### src/rtl/decode_stage_pkg.sv
// decode_stage_pkg: shared types, opcode/funct constants and ALU flag helper for the decode stage.
package decode_stage_pkg;

    localparam int XLEN = 32;
    localparam int NREG = 32;
    localparam int RW   = $clog2(NREG);

    localparam logic [6:0] OPC_OP    = 7'b0110011;
    localparam logic [6:0] OPC_OPIMM = 7'b0010011;
    localparam logic [6:0] OPC_LUI   = 7'b0110111;
    localparam logic [6:0] OPC_AUIPC = 7'b0010111;

    localparam logic [2:0] F3_ADD  = 3'b000;
    localparam logic [2:0] F3_SLL  = 3'b001;
    localparam logic [2:0] F3_SLT  = 3'b010;
    localparam logic [2:0] F3_SLTU = 3'b011;
    localparam logic [2:0] F3_XOR  = 3'b100;
    localparam logic [2:0] F3_SR   = 3'b101;
    localparam logic [2:0] F3_OR   = 3'b110;
    localparam logic [2:0] F3_AND  = 3'b111;

    localparam logic [6:0] F7_ALT = 7'b0100000;

    typedef struct packed {
        logic add;
        logic sub;
        logic sll;
        logic slt;
        logic sltu;
        logic xor_;
        logic srl;
        logic sra;
        logic or_;
        logic and_;
        logic illegal;
    } control_info;

    typedef struct packed {
        control_info     ctr;
        logic [XLEN-1:0] a;
        logic [XLEN-1:0] b;
        logic            rs1_rf;
        logic            rs2_rf;
    } dec_t;

    // alt selects sub over add and sra over srl
    function automatic control_info alu_flags(input logic [2:0] f3, input logic alt);
        control_info c;
        c = '0;
        case (f3)
            F3_ADD:  if (alt) c.sub = 1'b1; else c.add = 1'b1;
            F3_SLL:  c.sll  = 1'b1;
            F3_SLT:  c.slt  = 1'b1;
            F3_SLTU: c.sltu = 1'b1;
            F3_XOR:  c.xor_ = 1'b1;
            F3_SR:   if (alt) c.sra = 1'b1; else c.srl = 1'b1;
            F3_OR:   c.or_  = 1'b1;
            default: c.and_ = 1'b1;
        endcase
        return c;
    endfunction

endpackage

### src/rtl/decode_stage_regfile.sv
// decode_stage_regfile: 2R1W register file, x0 hardwired to zero, write-first read bypass.
module decode_stage_regfile
    import decode_stage_pkg::*;
(
    input  logic            i_clk,
    input  logic            i_rst_n,
    input  logic [RW-1:0]   i_ra1,
    input  logic [RW-1:0]   i_ra2,
    output logic [XLEN-1:0] o_rd1,
    output logic [XLEN-1:0] o_rd2,
    input  logic            i_we,
    input  logic [RW-1:0]   i_wa,
    input  logic [XLEN-1:0] i_wd
);

    logic [XLEN-1:0] r_mem [NREG];

    always_ff @(posedge i_clk or negedge i_rst_n) begin
        if (!i_rst_n) begin
            for (int i = 0; i < NREG; i++) r_mem[i] <= '0;
        end else if (i_we && i_wa != '0) begin
            r_mem[i_wa] <= i_wd;
        end
    end

    assign o_rd1 = (i_ra1 == '0) ? '0 : (i_we && i_wa == i_ra1) ? i_wd : r_mem[i_ra1];
    assign o_rd2 = (i_ra2 == '0) ? '0 : (i_we && i_wa == i_ra2) ? i_wd : r_mem[i_ra2];

endmodule

### src/rtl/decode_stage.sv
// decode_stage: decodes RV32I ALU-class instructions, reads operands and hands a
// registered control/operand bundle to execute over a valid/ready handshake.
module decode_stage
    import decode_stage_pkg::*;
(
    input  logic            CLK,
    input  logic            RSTN,
    input  logic            IN_VALID,
    output logic            IN_READY,
    input  logic [XLEN-1:0] INSTR,
    input  logic [XLEN-1:0] PC,
    input  logic            FLUSH,
    input  logic            WB_EN,
    input  logic [RW-1:0]   WB_RD,
    input  logic [XLEN-1:0] WB_DATA,
    output logic            OUT_VALID,
    input  logic            OUT_READY,
    output control_info     CTR_INFO,
    output logic [XLEN-1:0] RS1_VAL,
    output logic [XLEN-1:0] RS2_VAL,
    output logic [RW-1:0]   RD,
    output logic            WB_REQ
);

    logic            r_valid;
    control_info     r_ctr;
    logic [XLEN-1:0] r_rs1_val;
    logic [XLEN-1:0] r_rs2_val;
    logic [RW-1:0]   r_rd;
    logic            r_wb_req;
    logic [RW-1:0]   r_rs1_idx;
    logic [RW-1:0]   r_rs2_idx;
    logic            r_rs1_rf;
    logic            r_rs2_rf;

    logic [XLEN-1:0] w_rs1_data;
    logic [XLEN-1:0] w_rs2_data;
    dec_t            w_dec;
    logic            w_accept;
    logic            w_wb_live;
    logic            w_upd1;
    logic            w_upd2;

    function automatic dec_t decode(input logic [XLEN-1:0] ins, pc, v1, v2);
        dec_t       d;
        logic [2:0] f3;
        logic [6:0] f7;
        logic       shift;
        d     = '0;
        f3    = ins[14:12];
        f7    = ins[31:25];
        shift = f3 == F3_SLL || f3 == F3_SR;
        case (ins[6:0])
            OPC_OP: begin
                d.ctr         = alu_flags(f3, f7 == F7_ALT);
                d.ctr.illegal = !(f7 == '0 || (f7 == F7_ALT && (f3 == F3_ADD || f3 == F3_SR)));
                d.a           = v1;
                d.b           = v2;
                d.rs1_rf      = 1'b1;
                d.rs2_rf      = 1'b1;
            end
            OPC_OPIMM: begin
                // shifts take only shamt so the ALU never sees the funct7 bits
                d.ctr         = alu_flags(f3, shift && f7 == F7_ALT);
                d.ctr.illegal = shift && !(f7 == '0 || (f3 == F3_SR && f7 == F7_ALT));
                d.a           = v1;
                d.b           = shift ? {{(XLEN-5){1'b0}}, ins[24:20]} : {{(XLEN-12){ins[31]}}, ins[31:20]};
                d.rs1_rf      = 1'b1;
            end
            OPC_LUI: begin
                d.ctr.add = 1'b1;
                d.b       = {ins[31:12], 12'b0};
            end
            OPC_AUIPC: begin
                d.ctr.add = 1'b1;
                d.a       = pc;
                d.b       = {ins[31:12], 12'b0};
            end
            default: d.ctr.illegal = 1'b1;
        endcase
        if (d.ctr.illegal) begin
            d             = '0;
            d.ctr.illegal = 1'b1;
        end
        return d;
    endfunction

    decode_stage_regfile u_rf (
        .i_clk   (CLK),
        .i_rst_n (RSTN),
        .i_ra1   (INSTR[19:15]),
        .i_ra2   (INSTR[24:20]),
        .o_rd1   (w_rs1_data),
        .o_rd2   (w_rs2_data),
        .i_we    (WB_EN),
        .i_wa    (WB_RD),
        .i_wd    (WB_DATA)
    );

    assign w_dec     = decode(INSTR, PC, w_rs1_data, w_rs2_data);
    assign IN_READY  = !r_valid || OUT_READY;
    assign w_accept  = IN_VALID && IN_READY && !FLUSH;
    assign w_wb_live = WB_EN && WB_RD != '0 && r_valid;
    assign w_upd1    = w_wb_live && r_rs1_rf && WB_RD == r_rs1_idx;
    assign w_upd2    = w_wb_live && r_rs2_rf && WB_RD == r_rs2_idx;

    always_ff @(posedge CLK or negedge RSTN) begin
        if (!RSTN) begin
            r_valid   <= 1'b0;
            r_ctr     <= '0;
            r_rs1_val <= '0;
            r_rs2_val <= '0;
            r_rd      <= '0;
            r_wb_req  <= 1'b0;
            r_rs1_idx <= '0;
            r_rs2_idx <= '0;
            r_rs1_rf  <= 1'b0;
            r_rs2_rf  <= 1'b0;
        end else if (FLUSH) begin
            r_valid <= 1'b0;
        end else if (w_accept) begin
            r_valid   <= 1'b1;
            r_ctr     <= w_dec.ctr;
            r_rs1_val <= w_dec.a;
            r_rs2_val <= w_dec.b;
            r_rd      <= INSTR[11:7];
            r_wb_req  <= !w_dec.ctr.illegal && INSTR[11:7] != '0;
            r_rs1_idx <= INSTR[19:15];
            r_rs2_idx <= INSTR[24:20];
            r_rs1_rf  <= w_dec.rs1_rf;
            r_rs2_rf  <= w_dec.rs2_rf;
        end else if (OUT_READY) begin
            r_valid <= 1'b0;
        end else begin
            if (w_upd1) r_rs1_val <= WB_DATA;
            if (w_upd2) r_rs2_val <= WB_DATA;
        end
    end

    assign OUT_VALID = r_valid;
    assign CTR_INFO  = r_ctr;
    assign RS1_VAL   = r_rs1_val;
    assign RS2_VAL   = r_rs2_val;
    assign RD        = r_rd;
    assign WB_REQ    = r_wb_req;

endmodule

### config.mk
export PLATFORM = sky130hd
export DESIGN_NAME = decode_stage
export DESIGN_NICKNAME = d
export VERILOG_FILES = /design/src/rtl/decode_stage_pkg.sv /design/src/rtl/decode_stage_regfile.sv /design/src/rtl/decode_stage.sv
export SDC_FILE = /design/constraint.sdc
export NUM_CORES = 2
export LEC_CHECK = 0
export CAP_MARGIN = 10
export CELL_PAD_IN_SITES_DETAIL_PLACEMENT = 1
export CELL_PAD_IN_SITES_GLOBAL_PLACEMENT = 1
export CORE_MARGIN = 4
export CORE_UTILIZATION = 40
export CTS_BUF_LIST = sky130_fd_sc_hd__clkbuf_8
export DETAILED_ROUTE_END_ITERATION = 7
export PLACE_DENSITY_LB_ADDON = 0.1
export SLEW_MARGIN = 5
export SYNTH_ARGS = -nofsm -noshare
export SYNTH_HDL_FRONTEND = slang
export SYNTH_HIERARCHICAL = 1
export SYNTH_SLANG_ARGS = --single-unit
### constraint.sdc
create_clock -name CLK -period 5.7 [get_ports CLK]
set_input_delay 1.71 -clock CLK [delete_from_list [all_inputs] [get_ports CLK]]
set_output_delay 1.71 -clock CLK [all_outputs]
set_load 0.02 [all_outputs]
==> results.cfg <==
[run_status]
run_status = finished, final reports clean

[clocking]
clock_latency_ns = 0.95
htreeDepth = 4
cts.sinks = 1118
clock_tree.buffer_depth = 3
cts_tree = built
postCtsSetupBuffers = 0
ctsHoldBuffers = 0
numCtsBuffers = 202
clock_tree_root_buffer_cell = clkbuf_8
cts.repair.resized = 0
worst_setup_hold_path_clk_slew_ns = 0.06

[synth]
synth_top_cell_by_area = dfrtp_1
xor_xnor_fraction_of_synth_area_pct = 0.306
synth-main-ff-cell = dfrtp_1
synth_compound_area_share_pct = 8.47
syn_inst = 4304
post_synthesis_cell_type_count = 66
synth_nets = 4411
synthesis_stage_register_bit_count = 1118
edff_count_synth = 0
yosys_warnings = 6
async_set_or_reset_register_ratio_after_synthesis_pct = 100
netlist.area_leader.share_pct = 46.6
netlist_top_cells_area = dfrtp_1 (47%), mux4_2 (15%), mux2_1 (11%), mux2_2 (7.9%), mux2i_1 (4.6%)
synth.avg_cell_area_um2 = 13.9
synth.mux.area_fraction_pct = 38.6
synth-seq-area-share_pct = 46.6
yosys.area_share.adder_pct = 0
combinational_family_with_the_most_area_after_synthesis = multiplexers
synth_simple_gate_area_share_pct = 2.45
synthesis.area_um2 = 60000

[timing]
rsz0062_at_grt = no
timing.hold.ws_ns = 0.394
worst_slew_margin_relative_to_its_limit_pct = 13.0
worst_setup_slack_final_ns = 1.16
finalSetupViolCount = 0
clock-skew-final_ns = 0.0562
setup_tns_ns = 0
final_min_period_over_clock_period_pct = 79.7
fmaxAchievable_ghz = 0.220
number_of_pins_with_negative_max_slew_slack_in_the_final_report = 0
min_period_ns = 4.54
worst-slew-pin-transition_ns = 1.30
report.final.hold_viol_count = 0

[setup_path]
slowest_stage = a221oi_1
timing.critical_path.arrival_ns = 5.37
start_kind = input port
worst-path-max-fanout = 28
cpMostUsedCell = buf_12
worst_ep_required_time_ns = 6.52
cp-end-kind = flip-flop
worstSetupPathType = input port to flip-flop
crit_chain = buf_4, or3b_4, buf_12, buf_12, o22ai_1, a211oi_1, o21ai_1, a32o_1, a221oi_1, o311ai_1, o21a_1
critical_path.max_stage_delay_ns = 0.79

[worst_hold_path]
worstHoldPathType = flip-flop to flip-flop

[route]
drt_wl_total_um = 251000
route.detailed.wl_per_inst_um = 38.0
drt-vias-per-instance = 6.49
detailedRoute.firstPassIterationCount = 5
num_vias = 42907
drt-initial-drc-count = 3775
route.detailed.drc = 0
antenna_left = 0

[grt]
grt_use_total_pct = 31.8
grt_start_max_net_pins = 94
number_of_global_route_vias_before_repair = 44665
overflow = 0
grt.met1_usage_pct = 45.1
grt.met3_usage_pct = 6.59
antenna_found_initial = 14
grt_most_used_layer = met2
grt_util_met2_pct = 49.0
grt_pass1_wl_um = 356000

[cells_and_area]
layout-drive-gt1-share_pct = 31.5
area_growth_pct = 15.3
total_number_of_nets_in_the_final_design = 4567

[run]
drv_cap = 0

[power_and_ir_drop]
total_leakage_power_uw = 0.0301
powerDensity_nw_per_um2 = 334
power.ir.vdd_worst_mv = 0.241

[floorplanning]
core.rowCount = 141
number_of_primary_i_o_pins = 190
dieWidth_um = 395
design.core.area_um2 = 148000
fp.dieH_um = 395
floorplan.die_area_um2 = 156000
floorplan.initialDensity_pct = 40.5

[placed_design]
preCtsSetupSlack_ns = 0.197
hpwlAfterDp_um = 158000
gpl.final_weighted_congestion = 0.873
port_buffers = 189
[worst max-delay path: cells and delay by family]
kind                   cells  cell delay [ns]
AO/OA/AOI/OAI              7             2.04
buffers and inverters      3             0.80
AND/OR/NAND/NOR            1             0.75
[metrics by stage]
stage,cell area [um2],util [%],total power [uW],std cells
finish,69200,46.7,23100,6610
global route,69200,46.6,24200,6605
CTS,69200,46.6,23300,6603
detailed placement,65300,44.0,15700,6258
global placement,65300,44.0,15500,6258
floorplan,60000,-,13600,4304
[kinds of logic (layout without fill, tap and decap cells)]
family | after synthesis | count (layout)
buf+inv | 498 | 795
flops | 1118 | 1118
other cells | 0 | 7
compound gates | 700 | 700
xor+xnor | 21 | 21
mux | 1689 | 1689
simple gates | 278 | 278
[power breakdown]
group / leakage [uW] / switching, uW / internal, uW / total [uW]
registers: 0.0143 / 1180 / 9430 / 10600
logic: 0.0136 / 2380 / 2670 / 5050
clock network: 0.00229 / 3590 / 3890 / 7480
total: 0.0301 / 7140 / 16000 / 23100
[sequential cells by signal, indices dropped and copies added, names as in the netlist]
signal / flops
CTR_INFO: 11
u_rf/r_mem: 1024
r_rs2_rf: 1
RD: 5
RS1_VAL: 32
r_rs2_idx: 5
RS2_VAL: 32
WB_REQ: 1
OUT_VALID: 1
r_rs1_rf: 1
r_rs1_idx: 5
[synthesized netlist by cell type (25+ instances only)]
cell,instances
nor2b_1,41
o311ai_1,49
clkbuf_1,282
o21a_1,57
nand3_1,25
a32o_1,36
mux2i_1,278
a31oi_1,33
mux2_1,591
o22ai_1,45
a211oi_1,33
o221ai_1,33
o21ai_0,51
nor2_1,31
or2_2,35
mux4_2,398
a22oi_1,114
buf_2,107
a221oi_1,39
mux2_2,422
buf_1,75
a21oi_1,110
dfrtp_1,1118
nand2_1,92
[worst paths after layout]
check	startpoint	end	slack, ns	depth (start not counted)
worst max-delay path	INSTR[23]	RS2_VAL[28]	1.16	11
worst min-delay path	u_rf/r_mem[1019]	u_rf/r_mem[1019]	0.39	0
worst max register to register	u_rf/r_mem[540]	RS2_VAL[28]	2.75	7
worst min register to register	u_rf/r_mem[1019]	u_rf/r_mem[1019]	0.39	0
max in group asynchronous	RSTN	u_rf/r_mem[206]	3.48	2
min in group asynchronous	RSTN	u_rf/r_mem[466]	0.81	1
[cell type report]
class | count | area, um2
Clock inverter | 101 | 519
Antenna cell | 7 | 17.5
Clock buffer | 244 | 3360
Sequential cell | 1118 | 28000
Inverter | 6 | 22.5
Tap cell | 2002 | 2500
Multi-Input combinational cell | 2688 | 30300
Fill cell | 14648 | 79100
Timing Repair Buffer | 444 | 4570
[metal layers]
| layer | wire length [um] | vias up |
|---|---|---|
| li1 | - | 16962 |
| met1 | 111000 | 23864 |
| met2 | 115000 | 1692 |
| met3 | 18000 | 383 |
| met4 | 8140 | 6 |
| met5 | 39 | - |
[cells in the final DEF, fill, tap and decap left out, types with 51 or more instances in the layout]
cell,synthesis,layout
clkdlybuf4s50_1,0,175
a22oi_1,114,114
mux2_1,591,591
dfrtp_1,1118,1118
buf_12,0,62
o21ai_0,51,51
buf_4,13,198
mux2_2,422,422
nand2_1,92,76
mux2i_1,278,278
o21a_1,57,57
clkbuf_8,0,244
a21oi_1,110,110
inv_1,5,87
mux4_2,398,398
Power figures use the tool's default switching activity.
